--- src/rtl/fetch_btb_unit.sv ---
// fetch_btb_unit: fetch-stage PC register with a direct-mapped branch target
// buffer (2-bit saturating counters) and mispredict redirect from execute.
// Optional build macro BTB_STATS_EN adds saturating lookup/mispredict counters;
// without it the stat ports are tied to zero.
module fetch_btb_unit #(
  parameter int unsigned     XLEN      = 32,
  parameter int unsigned     BTB_DEPTH = 16,
  parameter logic [XLEN-1:0] RESET_PC  = '0
) (
  input  logic            clk,
  input  logic            reset,
  input  logic            stall,
  output logic [XLEN-1:0] pc_out,
  output logic [XLEN-1:0] pc_plus4_out,
  output logic            pred_taken_out,
  output logic [XLEN-1:0] pred_target_out,
  input  logic            ex_valid,
  input  logic            ex_is_jump,
  input  logic [XLEN-1:0] ex_pc,
  input  logic            ex_taken,
  input  logic [XLEN-1:0] ex_target,
  input  logic            ex_pred_taken,
  input  logic [XLEN-1:0] ex_pred_target,
  output logic            redirect,
  output logic [31:0]     stat_lookups,
  output logic [31:0]     stat_mispredicts
);

  localparam int unsigned IDX  = $clog2(BTB_DEPTH);
  localparam int unsigned TAGW = XLEN - IDX - 2;

  logic [XLEN-1:0] pc_q, pc_d;

  logic            valid_q  [BTB_DEPTH];
  logic [TAGW-1:0] tag_q    [BTB_DEPTH];
  logic [XLEN-1:0] target_q [BTB_DEPTH];
  logic [1:0]      ctr_q    [BTB_DEPTH];

  logic [IDX-1:0]  f_idx;
  logic [TAGW-1:0] f_tag;
  logic            f_hit;
  logic [XLEN-1:0] pc_plus4;

  logic [IDX-1:0]  e_idx;
  logic [TAGW-1:0] e_tag;
  logic            e_hit;
  logic            mis;

  logic            upd_we;
  logic [1:0]      upd_ctr_d;
  logic [XLEN-1:0] upd_tgt_d;

  assign pc_plus4 = pc_q + XLEN'(4);
  assign f_idx    = pc_q[IDX+1:2];
  assign f_tag    = pc_q[XLEN-1:IDX+2];
  assign e_idx    = ex_pc[IDX+1:2];
  assign e_tag    = ex_pc[XLEN-1:IDX+2];

  // Fetch-side lookup and execute-side mispredict detection
  always_comb begin
    f_hit           = valid_q[f_idx] && (tag_q[f_idx] == f_tag);
    pred_taken_out  = f_hit && ctr_q[f_idx][1];
    pred_target_out = f_hit ? target_q[f_idx] : pc_plus4;
    e_hit           = valid_q[e_idx] && (tag_q[e_idx] == e_tag);
    mis             = ex_valid && ((ex_taken != ex_pred_taken) ||
                                   (ex_taken && (ex_target != ex_pred_target)));
  end

  assign pc_out       = pc_q;
  assign pc_plus4_out = pc_plus4;
  assign redirect     = mis;

  // Next fetch PC: stall, then mispredict recovery, then prediction, then +4
  always_comb begin
    pc_d = pc_plus4;
    if (stall) begin
      pc_d = pc_q;
    end else if (mis) begin
      pc_d = ex_taken ? ex_target : (ex_pc + XLEN'(4));
    end else if (pred_taken_out) begin
      pc_d = pred_target_out;
    end
  end

  // BTB entry update computed from the resolved E-stage instruction
  always_comb begin
    upd_we    = 1'b0;
    upd_ctr_d = ctr_q[e_idx];
    upd_tgt_d = target_q[e_idx];
    if (ex_valid && !stall) begin
      if (e_hit) begin
        upd_we = 1'b1;
        if (ex_is_jump) begin
          upd_ctr_d = 2'b11;
          upd_tgt_d = ex_target;
        end else if (ex_taken) begin
          upd_ctr_d = (ctr_q[e_idx] == 2'b11) ? 2'b11 : ctr_q[e_idx] + 2'd1;
          upd_tgt_d = ex_target;
        end else begin
          upd_ctr_d = (ctr_q[e_idx] == 2'b00) ? 2'b00 : ctr_q[e_idx] - 2'd1;
        end
      end else if (ex_taken) begin
        upd_we    = 1'b1;
        upd_ctr_d = ex_is_jump ? 2'b11 : 2'b10;
        upd_tgt_d = ex_target;
      end
    end
  end

  // PC register
  always_ff @(posedge clk or negedge reset) begin
    if (!reset) begin
      pc_q <= RESET_PC;
    end else begin
      pc_q <= pc_d;
    end
  end

  // BTB storage; lookups see pre-edge contents on same-index write
  always_ff @(posedge clk or negedge reset) begin
    if (!reset) begin
      for (int unsigned i = 0; i < BTB_DEPTH; i++) begin
        valid_q[i]  <= 1'b0;
        tag_q[i]    <= '0;
        target_q[i] <= '0;
        ctr_q[i]    <= 2'b00;
      end
    end else if (upd_we) begin
      valid_q[e_idx]  <= 1'b1;
      tag_q[e_idx]    <= e_tag;
      target_q[e_idx] <= upd_tgt_d;
      ctr_q[e_idx]    <= upd_ctr_d;
    end
  end

`ifdef BTB_STATS_EN
  logic [31:0] lookups_q, mispredicts_q;

  // Saturating event counters, gated by stall so a frozen E stage counts once
  always_ff @(posedge clk or negedge reset) begin
    if (!reset) begin
      lookups_q     <= '0;
      mispredicts_q <= '0;
    end else if (!stall) begin
      if (ex_valid && (lookups_q != '1)) begin
        lookups_q <= lookups_q + 32'd1;
      end
      if (mis && (mispredicts_q != '1)) begin
        mispredicts_q <= mispredicts_q + 32'd1;
      end
    end
  end

  assign stat_lookups     = lookups_q;
  assign stat_mispredicts = mispredicts_q;
`else
  assign stat_lookups     = '0;
  assign stat_mispredicts = '0;
`endif

endmodule

--- config.mk ---
export PLATFORM = sky130hd
export DESIGN_NAME = fetch_btb_unit
export DESIGN_NICKNAME = d
export VERILOG_FILES = /design/src/rtl/fetch_btb_unit.sv
export SDC_FILE = /design/constraint.sdc
export NUM_CORES = 2
export LEC_CHECK = 0
export ABC_CLOCK_PERIOD_IN_PS = 5900
export CORE_MARGIN = 4
export CORE_UTILIZATION = 60
export CTS_CLUSTER_DIAMETER = 100
export DETAILED_ROUTE_END_ITERATION = 10
export PLACE_DENSITY = 0.77
export SLEW_MARGIN = 20
export SYNTH_ARGS = -nofsm -noshare
export SYNTH_HDL_FRONTEND = slang
export SYNTH_SLANG_ARGS = --single-unit
export TNS_END_PERCENT = 1
--- constraint.sdc ---
create_clock -name clk -period 5.9 [get_ports clk]
set_clock_uncertainty 0.05 [all_clocks]
set_input_delay 1.77 -clock clk [delete_from_list [all_inputs] [get_ports clk]]
set_output_delay 1.77 -clock clk [all_outputs]
set_load 0.05 [all_outputs]
==> results.toml <==
[outcome]
status = "complete, but fails checks"
violations = "setup timing"

[timing]
slew_violations = 0
rsz0062_at_grt = "yes"
slew_headroom_pct = 29.1
fmax_mhz = 157
layout_setup_ws_ns = -0.452
finalSetupTns_ns = -12.73
fin_crit_sh_pct = 108
finalCriticalPeriod_ns = 6.35
setup_viol = 34
hold_violations = 0
tightest_slew_ns = 1.06

[logic_synthesis]
synthCells = 4587
synth_edf_count = 0
synth_top_area_share_pct = 43.2
synthesis.area_um2 = 58400
synth.avg_cell_area_um2 = 12.7
synth-seq-area-share_pct = 43.2
ys_async_sr_fraction_pct = 100
synth.area.top_cells = "dfrtp_1 (43%), mux4_2 (20%), mux2_2 (8.9%)"
synth_seq_cells = 1008
yosys.cell_types.count = 67
synth_ff_type = "dfrtp_1"
synth_largest_area_cell = "dfrtp_1"
synth_warnings = 0

[route]
first_pass_iters = 7
wl_per_cell_um = 35.2
ant_nets = 0
vias_per_cell = 7.80
dr_total_vias = 47900
drt_iter0_drc = 8676
drc = 0
drt-total-wl_um = 216000

[place]
io_buffers = 200
hpwl_um = 136000
gp_congestion = 0.989

[clock_network]
insertion_delay_ns = 0.69
cts-buffers-inserted = 106
ctsHoldBuffers = 0
cts_num_sinks = 1008
clock_path_buffers = 3
cts_root_buffer = "clkbuf_16"
cts_tree = "done"
htree_levels = 3
cts.clk_slew.worst_paths_ns = 0.06

[pwr]
p_seq_share_pct = 38.9
comb_power_share_pct = 31.9
power_density_nw_per_um2 = 349
sw_frac_of_total_pct = 33.6
pwr-share-clk_pct = 29.2
switchingPower_mw = 7.97
total_leakage_power_nw = 28.8
p_int_mw = 15.7
total_power_mw = 23.7
peakVddDrop_mv = 0.301

[critical_path]
crit_path_top_delay_cell = "mux4_2"
path_cells = "buf_6 -> buf_16 -> buf_4 -> mux4_2 -> mux4_2 -> xnor2_1 -> nand4_1 -> nor3_1 -> and4_4 -> buf_4 -> mux2_2 -> buf_6"
critPathMaxStageDelay_ns = 0.53
criticalPathCategory = "reg2out"
cp-end-kind = "output port"
cp-start-kind = "register"
critical_path_arrival_ns = 4.53
cp_max_fo = 6
cp.required_ns = 4.08

[floorplan]
placementRows = 114
pin_count = 265
fp.dieW_um = 320
chipHeight_um = 320
die-area_um2 = 102000
initial_core_util_pct = 60.5
core_um2 = 96600

[grt]
track_usage_pct = 41.1
grt_max_degree = 135
grt_overflow = 0
antenna_found_initial = 10
grt_pass1_vias = 47400
grt_pass1_wl_um = 313000

[job]
cap_violations = 0

[cells_and_area]
n_fill_cell = 6266
drive_gt1_share_pct = 36.2
area_growth_pct = 16.3
layout.nets = 4882
multi_input_area_um2 = 30000
seq_area_um2 = 25200

[min_path]
min_path_type = "reg2reg"
-- power by group through the flow --
stage	Clock, mW	Sequential, mW	Combinational [mW]
finish	6.93	9.23	7.55
global route	7.19	9.32	7.85
CTS	6.91	9.13	7.22
detailed placement	0	9.25	7.10
global placement	0	9.14	6.94
floorplan	0	8.97	4.86
-- Yosys cell counts, types with 4 or more instances --
cell type / instances
buf_4: 111
nand2_1: 63
clkbuf_1: 240
nor2b_1: 8
a211oi_1: 4
and2_1: 28
ha_1: 5
nand2b_1: 11
nor4_1: 18
dfrtp_1: 1008
buf_2: 142
a21o_1: 4
mux2_1: 20
a222oi_1: 6
o221ai_1: 5
and3_1: 13
o22a_1: 18
nor2_1: 39
o2111ai_1: 4
buf_1: 42
o211ai_1: 4
or3_1: 4
mux4_2: 528
buf_6: 74
a211o_1: 5
xnor2_1: 76
mux2i_1: 142
o21ai_2: 23
o22ai_1: 15
xor2_1: 58
nor3_1: 27
a2bb2oi_1: 17
nand4_1: 25
o21ai_1: 9
inv_1: 21
and4_1: 14
or2_2: 20
o21ai_0: 45
a21oi_1: 542
buf_8: 9
nand3_1: 85
a22oi_1: 40
mux2_2: 460
a31oi_1: 519
-- kinds of logic (layout without fill, tap and decap cells) --
| kind of cell | Yosys count | after routing | share of synthesized area [%] |
|---|---|---|---|
| other | 1 | 72 | 0.00642 |
| AND/OR/NAND/NOR | 360 | 360 | 3.28 |
| adder cells (fa/ha/maj) | 6 | 6 | 0.124 |
| XOR/XNOR | 134 | 134 | 2.01 |
| flip-flops | 1008 | 1008 | 43.2 |
| AO/OA/AOI/OAI | 1285 | 1285 | 13.1 |
| buffers and inverters | 643 | 854 | 6.27 |
| multiplexers | 1150 | 1150 | 32.0 |
-- registers in the layout, indices dropped and copies added (netlist names) --
signal    cells
ctr_q        32
pc_out       32
tag_q       416
target_q    512
valid_q      16
-- routing by layer --
layer / vias to the layer above / GRT usage [%] / share of wire (%)
li1: 18200 / - / -
met5: - / 0 / 0.11
met3: 1125 / 19.6 / 17
met1: 23900 / 52.8 / 33
met2: 4682 / 57.1 / 42
met4: 8 / 24.2 / 7.3
-- metrics by stage --
step / cells / utilization, % / hold slack (ns) / area (um^2) / setup slack, ns
6_report: 6145 / 70.3 / 0.449 / 67900 / -0.452
3_3_place_gp: 5926 / 66.0 / 0.416 / 63800 / -0.466
2_1_floorplan: 4650 / - / 0.402 / 58600 / -0.110
5_1_grt: 6142 / 70.3 / 0.465 / 67900 / -0.458
3_5_place_dp: 5926 / 66.0 / 0.427 / 63800 / -0.380
4_1_cts: 6127 / 69.8 / 0.444 / 67400 / -0.360
-- worst max-delay path, delay by kind of cell, from the launching register on --
| kind | cells | cell delay [ns] |
|---|---|---|
| mux | 3 | 1.47 |
| xor+xnor | 1 | 0.40 |
| simple gates | 3 | 0.66 |
| flops | 1 | 0.43 |
| buf+inv | 5 | 0.86 |
-- path summary, 6_finish.rpt --
path                                    startpoint                 endpoint  slack [ns]  depth (start not counted)
min reg2reg                valid_q[10]$_DFFE_PN0P_  valid_q[10]$_DFFE_PN0P_        0.45                          1
max reg2reg                  pc_out[2]$_DFFE_PN0N_   pc_out[27]$_DFFE_PN0N_        1.45                         10
max                          pc_out[2]$_DFFE_PN0N_      pred_target_out[18]       -0.45                         12
min                        valid_q[10]$_DFFE_PN0P_  valid_q[10]$_DFFE_PN0P_        0.45                          1
min in group asynchronous                    reset   tag_q[319]$_DFFE_PN0P_        1.07                          1
max in group asynchronous                    reset   tag_q[202]$_DFFE_PN0P_        3.47                          2
-- area by class of cell --
class	count	share of cell area, %
flip-flops and latches	1008	37.2
inverters	25	0.138
multi-input cells	2999	44.2
clock inverters	45	0.745
repair buffers	634	10.9
well taps	1276	2.35
diodes	8	0.0295
clock buffers	150	4.48
-- layout by cell type, fill, tap and decap left out, types with 19 or more instances in the layout --
master / netlist / final
dfrtp_1: 1008 / 1004
mux2_1: 20 / 20
clkdlybuf4s50_1: 0 / 143
mux2_2: 460 / 451
or2_2: 20 / 20
inv_1: 21 / 21
a22oi_1: 40 / 40
mux4_2: 528 / 528
conb_1: 1 / 64
o21ai_0: 45 / 43
nand2_1: 63 / 61
nand3_1: 85 / 85
a31oi_1: 519 / 519
nand4_1: 25 / 25
xor2_1: 58 / 53
clkbuf_1: 240 / 23
buf_6: 74 / 34
clkbuf_16: 0 / 112
a21oi_1: 542 / 542
mux2i_1: 142 / 142
xnor2_1: 76 / 69
buf_4: 111 / 286
buf_12: 0 / 156
nor3_1: 27 / 19
o21ai_2: 23 / 24
nor2_1: 39 / 37
clkbuf_8: 0 / 21
clkinv_2: 0 / 25
-- repair_timing --
| action | 4_1_cts | 5_1_grt |
|---|---|---|
| resized for setup | 5 | 59 |
| gates cloned | 0 | 5 |
| setup buffers | 6 | 6 |
| pin swaps | 1 | 4 |
| setup endpoints to repair | 34 | 36 |
(Power assumes the default switching activity.)
